<file path="src/rtl/fetch_stage.sv">
// Instruction-fetch stage for the 16-bit MISC-V pipeline: fetch PC, imem request
// handshake, IF/ID register and a one-entry hold buffer so stalls never drop a response.
module fetch_stage #(
  parameter logic [15:0] RESET_PC = 16'h0000
) (
  input  logic        clk,
  input  logic        reset,
  input  logic        stall,
  input  logic        jump,
  input  logic [15:0] new_pc,
  output logic        imem_req,
  output logic [15:0] imem_addr,
  input  logic        imem_ready,
  input  logic        imem_rvalid,
  input  logic [15:0] imem_rdata,
  output logic [15:0] pc_out,
  output logic [15:0] ir_out,
  output logic [15:0] IPCP2,
  output logic        if_valid
);

  // state | meaning
  // IDLE  | nothing outstanding, free to issue a request
  // WAIT  | one request accepted, response pending
  // DRAIN | response pending but squashed by a redirect; discard it
  typedef enum logic [1:0] {IDLE = 2'd0, WAIT = 2'd1, DRAIN = 2'd2} state_t;

  state_t      state, state_nxt;
  logic [15:0] fetch_pc, req_pc, hold_pc, hold_ir;
  logic        hold_valid;
  logic        adv, resp, accept;

  assign adv       = !stall || !if_valid;
  assign resp      = (state == WAIT) && imem_rvalid;
  assign accept    = imem_req && imem_ready;
  assign imem_addr = fetch_pc;

  always_comb begin
    imem_req  = 1'b0;
    state_nxt = state;
    // back-to-back issue follows imem_rvalid combinationally to keep one fetch per cycle
    if (reset && !jump && !hold_valid)
      imem_req = (state == IDLE) || (resp && adv);
    case (state)
      IDLE:  if (accept) state_nxt = WAIT;
      WAIT: begin
        if (jump)             state_nxt = imem_rvalid ? IDLE : DRAIN;
        else if (imem_rvalid) state_nxt = accept ? WAIT : IDLE;
      end
      DRAIN: if (imem_rvalid) state_nxt = IDLE;
      default: state_nxt = IDLE;
    endcase
  end

  always_ff @(posedge clk or negedge reset) begin
    if (!reset) begin
      state    <= IDLE;
      fetch_pc <= RESET_PC;
      req_pc   <= 16'h0000;
    end else begin
      state <= state_nxt;
      if (jump)        fetch_pc <= new_pc;
      else if (accept) fetch_pc <= fetch_pc + 16'd2;
      if (accept) req_pc <= fetch_pc;
    end
  end

  always_ff @(posedge clk or negedge reset) begin
    if (!reset) begin
      pc_out     <= 16'h0000;
      ir_out     <= 16'h0000;
      IPCP2      <= 16'h0000;
      if_valid   <= 1'b0;
      hold_valid <= 1'b0;
      hold_pc    <= 16'h0000;
      hold_ir    <= 16'h0000;
    end else if (jump) begin
      if_valid   <= 1'b0;
      hold_valid <= 1'b0;
    end else if (hold_valid && adv) begin
      pc_out     <= hold_pc;
      ir_out     <= hold_ir;
      IPCP2      <= hold_pc + 16'd2;
      if_valid   <= 1'b1;
      hold_valid <= 1'b0;
    end else if (resp) begin
      if (adv) begin
        pc_out   <= req_pc;
        ir_out   <= imem_rdata;
        IPCP2    <= req_pc + 16'd2;
        if_valid <= 1'b1;
      end else begin
        hold_pc    <= req_pc;
        hold_ir    <= imem_rdata;
        hold_valid <= 1'b1;
      end
    end else if (adv) begin
      if_valid <= 1'b0;
    end
  end

endmodule

</file>
<file path="config.mk">
export PLATFORM = sky130hd
export DESIGN_NAME = fetch_stage
export DESIGN_NICKNAME = d
export VERILOG_FILES = /design/src/rtl/fetch_stage.sv
export SDC_FILE = /design/constraint.sdc
export NUM_CORES = 1
export LEC_CHECK = 0
export ABC_AREA = 1
export CAP_MARGIN = 20
export CORE_MARGIN = 8
export CORE_UTILIZATION = 52
export DETAILED_ROUTE_END_ITERATION = 8
export PLACE_DENSITY = 0.84
export SYNTH_ARGS = -nofsm -noshare
export SYNTH_HDL_FRONTEND = slang
export SYNTH_SLANG_ARGS = --single-unit
</file>
<file path="constraint.sdc">
create_clock -name clk -period 1.75 [get_ports clk]
set_input_delay 0.2625 -clock clk [delete_from_list [all_inputs] [get_ports clk]]
set_output_delay 0.2625 -clock clk [all_outputs]
set_load 0.03 [all_outputs]
</file>
### Word-level counts from Yosys, hierarchy flattened

Index checks and enable logic that the tools add are counted.

* multiplexer cells: 28
* bitwise logic cells: 3
* equal/unequal tests: 6
* add/sub/neg operators: 3
* reductions and logical operators: 22

Operator list (number)
* $mux W16: 11
* $add A16 B2 Y16 const B: 3
* $mux W1: 11
* $mux W2: 5
* $logic_and A1 B1 Y1: 6
* $pmux W2 S3: 1
* $reduce_and A3 Y1: 2
* $reduce_bool A2 Y1: 3
* $reduce_bool A3 Y1: 2
* $logic_not A1 Y1: 4
* $ne A2 B2 Y1 const B: 2
* $reduce_and A4 Y1: 1
* $ne A3 B2 Y1 const B: 1
* $ne A3 B3 Y1 const B: 1
* $not A1 Y1: 3
* $eq A2 B1 Y1 const B: 1
* $eq A2 B2 Y1 const B: 1
* $logic_not A2 Y1: 1
* $logic_or A1 B1 Y1: 2
* $reduce_and A2 Y1: 1

* output and inout port bits: 66
* word-level logic and storage cells: 72
* register bits: 116

### Logic depth before layout (Yosys ltp)

* depth after elaboration: 10
* gate-level depth with buffers: 12
* depth with buffers taken out: 11

### Worst setup path before layout

Ideal clock, no wire load.

* kind: register to register
* start point: register if_valid
* end point: register IPCP2[15]
* setup slack: 0.027 ns
* buffers on the path: 1
* data arrival time: 1.598 ns
* library setup time: 0.125 ns
* data required time: 1.625 ns
* cell stages (with the launch flop): 11
* path through: dfrtp_1 -> nand2_2 -> buf_4 -> nand3_2 -> nand2_2 -> ha_1 -> nand3_2 -> nor2_2 -> nand3_1 -> nand2_1 -> nand3_1

* cells in the longest elaborated chain, start to end: 5
* elaborated cells on any way between the ends: 7

RTL lines
* from (decl): line 19 `output logic if_valid`
* from (signal assigned): line 73 `if_valid <= 1'b0;`
* from (signal assigned): line 78 `if_valid <= 1'b0;`
* from (signal assigned): line 84 `if_valid <= 1'b1;`
* $logic_not A1 Y1 *: line 33 `assign adv = !stall || !if_valid;`
* $logic_or A1 B1 Y1 *: line 33
* $logic_and A1 B1 Y1: line 80 `end else if (hold_valid && adv) begin`
* $reduce_bool A2 Y1 (no source line)
* $reduce_and A3 Y1 (no source line)
* to (signal assigned): line 83 `IPCP2 <= hold_pc + 16'd2;`
* to (signal assigned): line 90 `IPCP2 <= req_pc + 16'd2;`
* to (decl): line 18 `output logic [15:0] IPCP2,`

Every way passes the cells marked *; elsewhere a longest branch is shown, timed or not.
A chain may end at the register's enable or synchronous reset.

### Final worst setup path

* start point: register if_valid
* end point: output imem_req

* cells in the longest elaborated chain, start to end: 5

RTL lines
* $logic_not A1 Y1: line 33
* $logic_or A1 B1 Y1: line 33
* $logic_and A1 B1 Y1: line 43 `imem_req = (state == IDLE) || (resp && adv);`
* $logic_or A1 B1 Y1: line 43
* $mux W1: line 42 `if (reset && !jump && !hold_valid)`
* to (decl): line 11 `output logic imem_req,`

No other way between the ends.

==> flow_metrics.tcl <==
set metrics [dict create \
    synthCells 650 \
    fill_cells 663 \
    grt_overflow 0 \
    clkTransAtPathRegs_ps 60 \
    end_kind "output pin" \
    num_vias 5292 \
    tightest_slew_ps 594 \
    clockRootBuffer "clkbuf_8" \
    critPathRequiredTime_ps 1490 \
    nNetsFinal 847 \
    critical_path_class "flip-flop to output pin" \
    syn_nets 690 \
    reg2reg_from "if_valid$_DFFE_PN0P_" \
    drtIter0Drc 456 \
    setup_slack_ps -166 \
    cts_buffers 17 \
    reg2regPathDepth 13 \
    utilization 0.783 \
    dr.pass1.iters 5 \
    slew_violations 0 \
    grt_pass1_vias 5302 \
    hold_viol 0 \
    hold_path.class "input port to flip-flop" \
    outcome "finished, violations left" \
    critPathMaxFanout 3 \
    grt_first_pass_wirelength_um 26000 \
    layout_commonest_cell "nand2_1" \
    grt_use_total 0.224 \
    dieArea_sq_mm 0.0142 \
    place_ws_ps -331 \
    final_cells 956 \
    setup.worst_path.start "if_valid$_DFFE_PN0P_" \
    fmax_mhz 522 \
    grt_antenna_before_repair 0 \
    drive_gt1_frac 0.240 \
    start_kind "flip-flop" \
    wl_um 16800 \
    fin_crit_ps 1920 \
    tritoncts "done" \
    peakVddDrop_uv 646 \
    die_y_um 119 \
    critPathCapture "imem_req" \
    via_per_inst 5.54 \
    place.detailed.hpwl_um 10800 \
    placedCellCount 912 \
    grt_max_degree 116 \
    finalCritPeriodShare 1.09 \
    r2r_end "IPCP2[15]$_DFFE_PN0P_" \
    avgRoutedWirePerCell_um 17.6 \
    port_buffers 103 \
    power_density_mw_per_mm2 1270 \
    diodes 0 \
    finalClockSkew_ps 6.36 \
    rsz0062_at_grt "true" \
    ys_seq_area_frac 0.522 \
    synth_largest_area_cell "dfrtp_1" \
    p_leak_nw 3.92 \
    numClockSinks 115 \
    yosys-top-cells-area "dfrtp_1 (52%), nand2_1 (13%), nand3_1 (6.1%)" \
    slew_headroom 0.604 \
    design.core.area_sq_mm 0.0103 \
    clk_latency_ps 530 \
    hold_slack_ps 301 \
    reg2reg_slack_ps -110 \
    clockBufferDepth 2 \
    synth_top_area_frac 0.522 \
    avgSynthCellArea_sq_um 8.48 \
    cap_violations 0 \
    drc 0 \
    area_growth_pct 46.6 \
    synth_seq_cells 115 \
    io_pins 104 \
    h-tree-depth 4 \
    ant_nets 0 \
    layout_common_cells "nand2_1 (164), dfrtp_1 (114), dlygate4sd2_1 (64), nand3_1 (62)" \
    violations "setup timing" \
    row_count 37 \
    cp.arrival_ps 1650 \
    die_x_um 119 \
    synth_warnings 0 \
    synth_cell_types 31 \
    start_util 0.534 \
    gp_congestion 0.844 \
    finalSetupViolCount 9 \
    power_mw 10.3 \
    syn-cell-area_sq_mm 0.00551 \
]
kinds of logic after synthesis:
logic type / count (synthesis) / synth area share
mux: 19 / 0.0388
flops: 115 / 0.522
fa+ha+maj: 2 / 0.00454
xor+xnor: 10 / 0.0159
simple gates: 354 / 0.281
buf+inv: 72 / 0.0595
compound gates: 78 / 0.0778
worst min path at each step:
stage,startpoint,to,cells past startpoint
global placement,reset,hold_ir[0]$_DFFE_PN0P_,2
CTS,new_pc[15],imem_addr[15]$_DFFE_PN0P_,3
global route,new_pc[15],imem_addr[15]$_DFFE_PN0P_,3
floorplan,reset,IPCP2[10]$_DFFE_PN0P_,0
detailed placement,reset,ir_out[0]$_DFFE_PN0P_,2
finish,new_pc[15],imem_addr[15]$_DFFE_PN0P_,3
where the power goes:
| group | switching, mW | total, mW | internal (mW) |
|---|---|---|---|
| logic | 1.91 | 2.95 | 1.04 |
| clock network | 1.27 | 3.80 | 2.53 |
| registers | 0.358 | 3.52 | 3.16 |
state kept, by name, summed over array words and instances, names as in the netlist:
signal,count
state,2
if_valid,1
hold_ir,16
IPCP2,15
imem_addr,16
req_pc,16
ir_out,16
hold_valid,1
hold_pc,16
pc_out,16
Yosys cell counts:
library cell    n
a21oi_1         6
a31oi_1        15
and2_1          1
buf_2          10
buf_4           6
buf_6           3
clkbuf_1       12
dfrtp_1       115
ha_1            2
inv_1          34
inv_2           7
mux2_2         19
nand2_1       189
nand2_2        13
nand3_1        67
nand3_2         4
nand3_4         1
nand3b_1        3
nand4_1         6
nor2_1         59
nor2_2          4
nor2_4          3
nor3_1          3
o211ai_1        4
o21a_1          1
o21ai_0        48
o21ai_1         3
o22ai_2         1
or2_2           1
xnor2_1         1
xor2_1          9
worst max-delay path, stage by stage, from the launching register on:
cell and delay [ps]:
dfrtp_1 410, nand2_2 90, buf_6 120, inv_4 30, buf_6 100, o22ai_4 110
nand2_1 60, inv_1 70, buf_6 130
through the flow:
| step | area (sq um) | setup TNS (ps) |
|---|---|---|
| floorplan | 5510 | 0 |
| global placement | 7040 | -11510 |
| detailed placement | 7040 | -14830 |
| CTS | 7650 | -211 |
| global route | 8080 | -1340 |
| finish | 8080 | -609 |
repair_timing:
item | in CTS | in global routing
hold buffers | 1 | 0
setup endpoints to repair | 66 | 26
cloned | 0 | 1
gates resized for setup | 69 | 91
pin swaps | 2 | 24
setup buffers | 2 | 8
hold endpoints to repair | 115 | 0
layer usage:
metal,share of wire,track usage,vias up
li1,-,-,2446
met1,0.39,0.268,2533
met2,0.50,0.373,260
met3,0.072,0.0699,53
met4,0.031,0.0814,0
met5,0,0,-
cell type report:
class | instances | area [sq um] | area share
flip-flops and latches | 115 | 2880 | 0.356
multi-input cells | 463 | 2610 | 0.323
repair buffers | 169 | 1610 | 0.199
clock buffers | 19 | 442 | 0.0547
clock inverters | 13 | 205 | 0.0254
well taps | 136 | 170 | 0.0211
inverters | 41 | 164 | 0.0203
Note: power is estimated with default switching activity, not from simulation.
